$ cat src/rtl/elbeth_decode_queue.sv
// RV32I decode stage: decodes each accepted fetch word into a record held in a DEPTH-entry FIFO for execute.
// Optional CSR instruction decode is enabled by defining ELBETH_DECODE_CSR_EN.
module elbeth_decode_queue #(
  parameter int unsigned XLEN  = 32,
  parameter int unsigned DEPTH = 4,
  parameter int unsigned PTR_W = $clog2(DEPTH)
) (
  input  logic             clk,
  input  logic             rst,
  input  logic             flush,
  input  logic             in_valid,
  output logic             in_ready,
  input  logic [31:0]      in_instr,
  input  logic [XLEN-1:0]  in_pc,
  input  logic [1:0]       csr_prv,
  output logic             out_valid,
  input  logic             out_ready,
  output logic [XLEN-1:0]  out_pc,
  output logic [4:0]       out_rs1_addr,
  output logic [4:0]       out_rs2_addr,
  output logic [4:0]       out_rd_addr,
  output logic [XLEN-1:0]  out_imm,
  output logic [3:0]       out_op_alu,
  output logic [3:0]       out_op_branch,
  output logic             out_except,
  output logic [3:0]       out_except_src,
  output logic [1:0]       out_csr_cmd,
  output logic [11:0]      out_csr_addr,
  output logic [PTR_W:0]   count
);

  localparam int unsigned CNT_W = PTR_W + 1;

  localparam logic [6:0] OPC_LUI    = 7'b0110111;
  localparam logic [6:0] OPC_AUIPC  = 7'b0010111;
  localparam logic [6:0] OPC_JAL    = 7'b1101111;
  localparam logic [6:0] OPC_JALR   = 7'b1100111;
  localparam logic [6:0] OPC_BRANCH = 7'b1100011;
  localparam logic [6:0] OPC_LOAD   = 7'b0000011;
  localparam logic [6:0] OPC_STORE  = 7'b0100011;
  localparam logic [6:0] OPC_OP_IMM = 7'b0010011;
  localparam logic [6:0] OPC_OP     = 7'b0110011;
  localparam logic [6:0] OPC_FENCE  = 7'b0001111;
  localparam logic [6:0] OPC_SYSTEM = 7'b1110011;

  localparam logic [31:0] WORD_ECALL  = 32'h0000_0073;
  localparam logic [31:0] WORD_EBREAK = 32'h0010_0073;
  localparam logic [31:0] WORD_MRET   = 32'h3020_0073;

  localparam logic [3:0] ALU_ADD  = 4'd0;
  localparam logic [3:0] ALU_SUB  = 4'd1;
  localparam logic [3:0] ALU_SLL  = 4'd2;
  localparam logic [3:0] ALU_SLT  = 4'd3;
  localparam logic [3:0] ALU_SLTU = 4'd4;
  localparam logic [3:0] ALU_XOR  = 4'd5;
  localparam logic [3:0] ALU_SRL  = 4'd6;
  localparam logic [3:0] ALU_SRA  = 4'd7;
  localparam logic [3:0] ALU_OR   = 4'd8;
  localparam logic [3:0] ALU_AND  = 4'd9;

  localparam logic [3:0] BR_NONE = 4'd0;
  localparam logic [3:0] BR_BEQ  = 4'd1;
  localparam logic [3:0] BR_BNE  = 4'd2;
  localparam logic [3:0] BR_BLT  = 4'd3;
  localparam logic [3:0] BR_BGE  = 4'd4;
  localparam logic [3:0] BR_BLTU = 4'd5;
  localparam logic [3:0] BR_BGEU = 4'd6;
  localparam logic [3:0] BR_JAL  = 4'd7;
  localparam logic [3:0] BR_JALR = 4'd8;

  localparam logic [3:0] EXC_ILLEGAL = 4'd2;
  localparam logic [3:0] EXC_BREAK   = 4'd3;

  typedef struct packed {
    logic [XLEN-1:0] pc;
    logic [4:0]      rs1;
    logic [4:0]      rs2;
    logic [4:0]      rd;
    logic [XLEN-1:0] imm;
    logic [3:0]      op_alu;
    logic [3:0]      op_branch;
    logic            except;
    logic [3:0]      except_src;
    logic [1:0]      csr_cmd;
    logic [11:0]     csr_addr;
  } rec_t;

  logic [6:0]      opcode;
  logic [2:0]      funct3;
  logic [6:0]      funct7;
  logic [XLEN-1:0] imm_i;
  logic [XLEN-1:0] imm_s;
  logic [XLEN-1:0] imm_b;
  logic [XLEN-1:0] imm_u;
  logic [XLEN-1:0] imm_j;
  logic [XLEN-1:0] shamt;
  logic            illegal;
  rec_t            dec;
  rec_t            head;
  rec_t            mem [DEPTH];

  logic [PTR_W-1:0] wr_ptr;
  logic [PTR_W-1:0] rd_ptr;
  logic [CNT_W-1:0] count_nxt;
  logic             push;
  logic             pop;

  assign opcode = in_instr[6:0];
  assign funct3 = in_instr[14:12];
  assign funct7 = in_instr[31:25];
  assign imm_i  = XLEN'($signed(in_instr[31:20]));
  assign imm_s  = XLEN'($signed({in_instr[31:25], in_instr[11:7]}));
  assign imm_b  = XLEN'($signed({in_instr[31], in_instr[7], in_instr[30:25], in_instr[11:8], 1'b0}));
  assign imm_u  = XLEN'($signed({in_instr[31:12], 12'b0}));
  assign imm_j  = XLEN'($signed({in_instr[31], in_instr[19:12], in_instr[20], in_instr[30:21], 1'b0}));
  assign shamt  = XLEN'(in_instr[24:20]);

  // funct3 -> ALU op; alt selects SUB/SRA
  function automatic logic [3:0] alu_of(input logic [2:0] f3, input logic alt);
    case (f3)
      3'd0:    alu_of = alt ? ALU_SUB : ALU_ADD;
      3'd1:    alu_of = ALU_SLL;
      3'd2:    alu_of = ALU_SLT;
      3'd3:    alu_of = ALU_SLTU;
      3'd4:    alu_of = ALU_XOR;
      3'd5:    alu_of = alt ? ALU_SRA : ALU_SRL;
      3'd6:    alu_of = ALU_OR;
      default: alu_of = ALU_AND;
    endcase
  endfunction

  // Decode of the word currently offered by fetch
  always_comb begin
    dec           = '0;
    illegal       = 1'b0;
    dec.pc        = in_pc;
    dec.rs1       = in_instr[19:15];
    dec.rs2       = in_instr[24:20];
    dec.rd        = in_instr[11:7];
    dec.op_alu    = ALU_ADD;
    dec.op_branch = BR_NONE;
    if (in_instr[1:0] != 2'b11) begin
      illegal = 1'b1;
    end else begin
      case (opcode)
        OPC_LUI, OPC_AUIPC: dec.imm = imm_u;
        OPC_JAL: begin
          dec.imm       = imm_j;
          dec.op_branch = BR_JAL;
        end
        OPC_JALR: begin
          dec.imm       = imm_i;
          dec.op_branch = BR_JALR;
          illegal       = (funct3 != 3'd0);
        end
        OPC_BRANCH: begin
          dec.imm = imm_b;
          case (funct3)
            3'd0:    dec.op_branch = BR_BEQ;
            3'd1:    dec.op_branch = BR_BNE;
            3'd4:    dec.op_branch = BR_BLT;
            3'd5:    dec.op_branch = BR_BGE;
            3'd6:    dec.op_branch = BR_BLTU;
            3'd7:    dec.op_branch = BR_BGEU;
            default: illegal = 1'b1;
          endcase
        end
        OPC_LOAD: begin
          dec.imm = imm_i;
          illegal = (funct3 == 3'd3) || (funct3 >= 3'd6);
        end
        OPC_STORE: begin
          dec.imm = imm_s;
          illegal = (funct3 > 3'd2);
        end
        OPC_OP_IMM: begin
          dec.imm    = ((funct3 == 3'd1) || (funct3 == 3'd5)) ? shamt : imm_i;
          dec.op_alu = alu_of(funct3, (funct3 == 3'd5) && funct7[5]);
          if (funct3 == 3'd1) begin
            illegal = (funct7 != 7'h00);
          end else if (funct3 == 3'd5) begin
            illegal = (funct7 != 7'h00) && (funct7 != 7'h20);
          end
        end
        OPC_OP: begin
          dec.op_alu = alu_of(funct3, funct7[5]);
          illegal    = !((funct7 == 7'h00) ||
                         ((funct7 == 7'h20) && ((funct3 == 3'd0) || (funct3 == 3'd5))));
        end
        OPC_FENCE: begin
          dec.imm = imm_i;
          illegal = (funct3 != 3'd0);
        end
        OPC_SYSTEM: begin
          if (funct3 == 3'd0) begin
            if (in_instr == WORD_ECALL) begin
              dec.except     = 1'b1;
              dec.except_src = {2'b10, csr_prv};
            end else if (in_instr == WORD_EBREAK) begin
              dec.except     = 1'b1;
              dec.except_src = EXC_BREAK;
            end else if (in_instr != WORD_MRET) begin
              illegal = 1'b1;
            end
          end else begin
`ifdef ELBETH_DECODE_CSR_EN
            dec.csr_cmd  = funct3[1:0];
            dec.csr_addr = in_instr[31:20];
            dec.imm      = funct3[2] ? XLEN'(in_instr[19:15]) : imm_i;
            // Set/clear with a zero source leaves the CSR untouched, so read-only CSRs allow it
            if ((funct3[1:0] == 2'b00) || (in_instr[29:28] > csr_prv)) begin
              illegal = 1'b1;
            end else if ((in_instr[31:30] == 2'b11) &&
                         ((funct3[1:0] == 2'b01) || (in_instr[19:15] != 5'd0))) begin
              illegal = 1'b1;
            end
`else
            illegal = 1'b1;
`endif
          end
        end
        default: illegal = 1'b1;
      endcase
    end
    if (illegal) begin
      dec.op_alu     = ALU_ADD;
      dec.op_branch  = BR_NONE;
      dec.csr_cmd    = 2'd0;
      dec.except     = 1'b1;
      dec.except_src = EXC_ILLEGAL;
    end
  end

  assign push = in_valid && in_ready && !flush;
  assign pop  = out_valid && out_ready && !flush;

  always_comb begin
    count_nxt = count;
    case ({push, pop})
      2'b10:   count_nxt = count + CNT_W'(1);
      2'b01:   count_nxt = count - CNT_W'(1);
      default: ;
    endcase
  end

  // Queue control; reset and flush both drop every entry
  always_ff @(posedge clk) begin
    if (rst || flush) begin
      wr_ptr    <= '0;
      rd_ptr    <= '0;
      count     <= '0;
      out_valid <= 1'b0;
      in_ready  <= 1'b1;
    end else begin
      if (push) wr_ptr <= wr_ptr + PTR_W'(1);
      if (pop)  rd_ptr <= rd_ptr + PTR_W'(1);
      count     <= count_nxt;
      out_valid <= (count_nxt != '0);
      in_ready  <= (count_nxt != CNT_W'(DEPTH));
    end
  end

  // Record storage carries no reset; validity lives in the control state above
  always_ff @(posedge clk) begin
    if (push && !rst) mem[wr_ptr] <= dec;
  end

  assign head = out_valid ? mem[rd_ptr] : '0;

  assign out_pc         = head.pc;
  assign out_rs1_addr   = head.rs1;
  assign out_rs2_addr   = head.rs2;
  assign out_rd_addr    = head.rd;
  assign out_imm        = head.imm;
  assign out_op_alu     = head.op_alu;
  assign out_op_branch  = head.op_branch;
  assign out_except     = head.except;
  assign out_except_src = head.except_src;
  assign out_csr_cmd    = head.csr_cmd;
  assign out_csr_addr   = head.csr_addr;

endmodule

$ cat config.mk
export PLATFORM = sky130hd
export DESIGN_NAME = elbeth_decode_queue
export DESIGN_NICKNAME = d
export VERILOG_FILES = /design/src/rtl/elbeth_decode_queue.sv
export SDC_FILE = /design/constraint.sdc
export NUM_CORES = 1
export LEC_CHECK = 0
export CELL_PAD_IN_SITES_DETAIL_PLACEMENT = 0
export CELL_PAD_IN_SITES_GLOBAL_PLACEMENT = 2
export CORE_UTILIZATION = 24
export CTS_BUF_LIST = sky130_fd_sc_hd__clkbuf_8
export CTS_CLUSTER_DIAMETER = 120
export CTS_CLUSTER_SIZE = 8
export DETAILED_ROUTE_END_ITERATION = 8
export PLACE_DENSITY_LB_ADDON = 0.1
export SYNTH_ARGS = -nofsm -noshare
export SYNTH_HDL_FRONTEND = slang
export SYNTH_SLANG_ARGS = --single-unit
$ cat constraint.sdc
create_clock -name clk -period 3.4 [get_ports clk]
set_input_delay 0.51 -clock clk [delete_from_list [all_inputs] [get_ports clk]]
set_output_delay 0.51 -clock clk [all_outputs]
set_load 0.005 [all_outputs]
==> flow_metrics.tcl <==
set metrics [dict create \
    setup_violations 0 \
    fp.dieW_um 255 \
    whs_path_depth 1 \
    synthFlopType "edfxtp_1" \
    dp_hpwl_um 26200 \
    track_usage_pct 12.9 \
    required_ns 2.89 \
    finalWeightedCongestion 0.717 \
    endpoint_kind "primary output" \
    vias 8006 \
    fmax_ghz 0.314 \
    core_sq_um 63100 \
    synth_area_sq_um 15300 \
    worstSkewPairLatency_ns 0.62 \
    fin_crit_sh_pct 93.6 \
    cts_tree "yes" \
    io_buffers 166 \
    avgSynthCellArea_sq_um 19.3 \
    ys_seq_elements 375 \
    io_pins 182 \
    placedCellCount 1797 \
    synth_warnings 0 \
    power_mw 8.62 \
    cts_sinks 375 \
    synth_most_common_cell "edfxtp_1" \
    place_ws_ns 0.454 \
    cts.clk_slew.worst_paths_ns 0.07 \
    max_cap_violations 0 \
    ir_drop_v 0.000216 \
    synth_area_leaders "edfxtp_1, mux4_2, and2_1, dfxtp_1, a21o_1" \
    cp_data_arrival_time_ns 2.67 \
    hold_violations 0 \
    grt_overflow_total 0 \
    worst-path-max-fanout 11 \
    layout-drive-gt1-share_pct 20.7 \
    drtIter0Drc 410 \
    min_period_ns 3.18 \
    yosysTopAreaCell "edfxtp_1" \
    power_density_nw_per_um2 452 \
    start_kind "flip-flop" \
    ys_seq_area_share_pct 72.8 \
    rsz0062_at_grt "false" \
    ctsResizeCount 0 \
    finalClockSkew_ns 0.0359 \
    antenna_found_initial 0 \
    report.final.slew_viol_count 0 \
    die_area_sq_um 64900 \
    row_count 92 \
    slew_headroom_pct 58.2 \
    setup_ws_ns 0.218 \
    clockRootBuffer "clkbuf_8" \
    die_y_um 255 \
    fill_cells 6301 \
    wl_um 41200 \
    r2r_end "out_valid" \
    initial_core_util_pct 24.3 \
    drc_errors 0 \
    numCtsBuffers 52 \
    drt_first_pass_iters 6 \
    worst-setup-path-type "flip-flop to primary output" \
    final_nets 1085 \
    netlist_instances 794 \
    worstMarginPinSlew_ns 0.625 \
    synth-async-reset-ratio_pct 0 \
    synth_top_area_share_pct 71.3 \
    htree_levels 2 \
    r2r-start "out_valid" \
    ys_top_cells_by_count "edfxtp_1, and2_1, mux4_2" \
    first_global_vias 8643 \
    avgRoutedWirePerCell_um 22.1 \
    r2r_cells 8 \
    status "completed" \
    ff2ff_setup_slack_ns 1.15 \
    holdCritPathClass "input port to flip-flop" \
    instances_no_fill 1868 \
    fin_tns_setup_ns 0 \
    area_delta_synth_final_pct 24.4 \
    cts_max_path_buffers 3 \
    grt_max_degree 51 \
    ant_nets 0 \
    hold_start "in_pc[0]" \
    synth_edf_count 364 \
    postCtsHoldBufs 0 \
    viasPerCell 4.29 \
    hold_end "mem[0][62]" \
    post_cts_buffers 3 \
    ys_types 66 \
    grt_pass1_wl_um 60300 \
    leakage_nw 5.94 \
]
worst max-delay path, cell delays in order, from the launching register on:
cell	delay (ns)
dfxtp_4	0.49
buf_4	0.25
buf_4	0.18
mux4_2	0.51
and2_1	0.17
clkdlybuf4s50_1	0.43
worst max-delay path by stage:
stage	from	to	slack (ns)	depth (start not counted)
2_1_floorplan	in_valid	mem[0][10]	0.94	3
3_3_place_gp	in_instr[5]	mem[2][8]	0.40	5
3_5_place_dp	in_instr[5]	mem[0][8]	0.45	5
4_1_cts	flip-flop	out_rd_addr[2]	0.04	4
5_1_grt	flip-flop	out_rs1_addr[2]	0.007	5
6_report	flip-flop	out_rs1_addr[2]	0.22	5
cells in the final DEF (no fill, tap or decap), drive strengths merged, types with 10 or more instances in the layout:
master,instances
nor2,23
inv,21
and2,98
mux4,91
clkdlybuf4s50,166
clkbuf,53
nand2,13
edfxtp,364
buf,39
a21o,19
conb,15
a21oi,10
dfxtp,11
stage by stage:
step | hold slack (ns) | util (%) | instance area (sq um)
after CTS | 0.431 | 30.2 | 19100
after global routing | 0.460 | 30.2 | 19100
after floorplan | 0.483 | - | 15400
final | 0.516 | 30.2 | 19100
after detailed placement | 0.519 | 28.9 | 18200
after global placement | 0.518 | 28.9 | 18200
flip-flops by register name (all words and copies together), names as in the netlist, named ones only:
| register | flops |
|---|---|
| out_valid | 1 |
| rd_ptr | 2 |
| count | 3 |
| in_ready | 1 |
| wr_ptr | 2 |
| mem | 364 |
layout make-up:
type	instances	area, sq um	area share, %
clock inverters	13	66.3	0.348
well taps	846	1060	5.55
diodes	2	5.00	0.0262
flip-flops and latches	375	11200	58.5
inverters	9	33.8	0.177
multi-input cells	365	3900	20.4
clock buffers	53	729	3.83
repair buffers	205	2120	11.1
where the power goes:
group | switching (mW) | total [mW] | internal [mW]
clock | 1.62 | 3.02 | 1.40
combinational | 0.243 | 0.487 | 0.244
sequential | 0.0202 | 5.12 | 5.10
kinds of logic (layout without fill, tap and decap cells):
kind of cell,count (synthesis),in the layout,synth area share [%]
flops,375,375,72.8
simple gates,182,182,7.24
mux,93,93,13.5
buf+inv,68,280,2.29
compound gates,60,60,3.12
xor+xnor,9,9,0.514
fa+ha+maj,6,6,0.539
other cells,1,17,0.0245
routing by layer:
layer	GRT usage, %	part of all wire, %	up-vias
li1	-	-	3542
met1	17.1	44	4202
met2	21.5	49	197
met3	2.66	4.7	65
met4	3.34	2.0	0
met5	0	0	-
(Power assumes the default switching activity.)
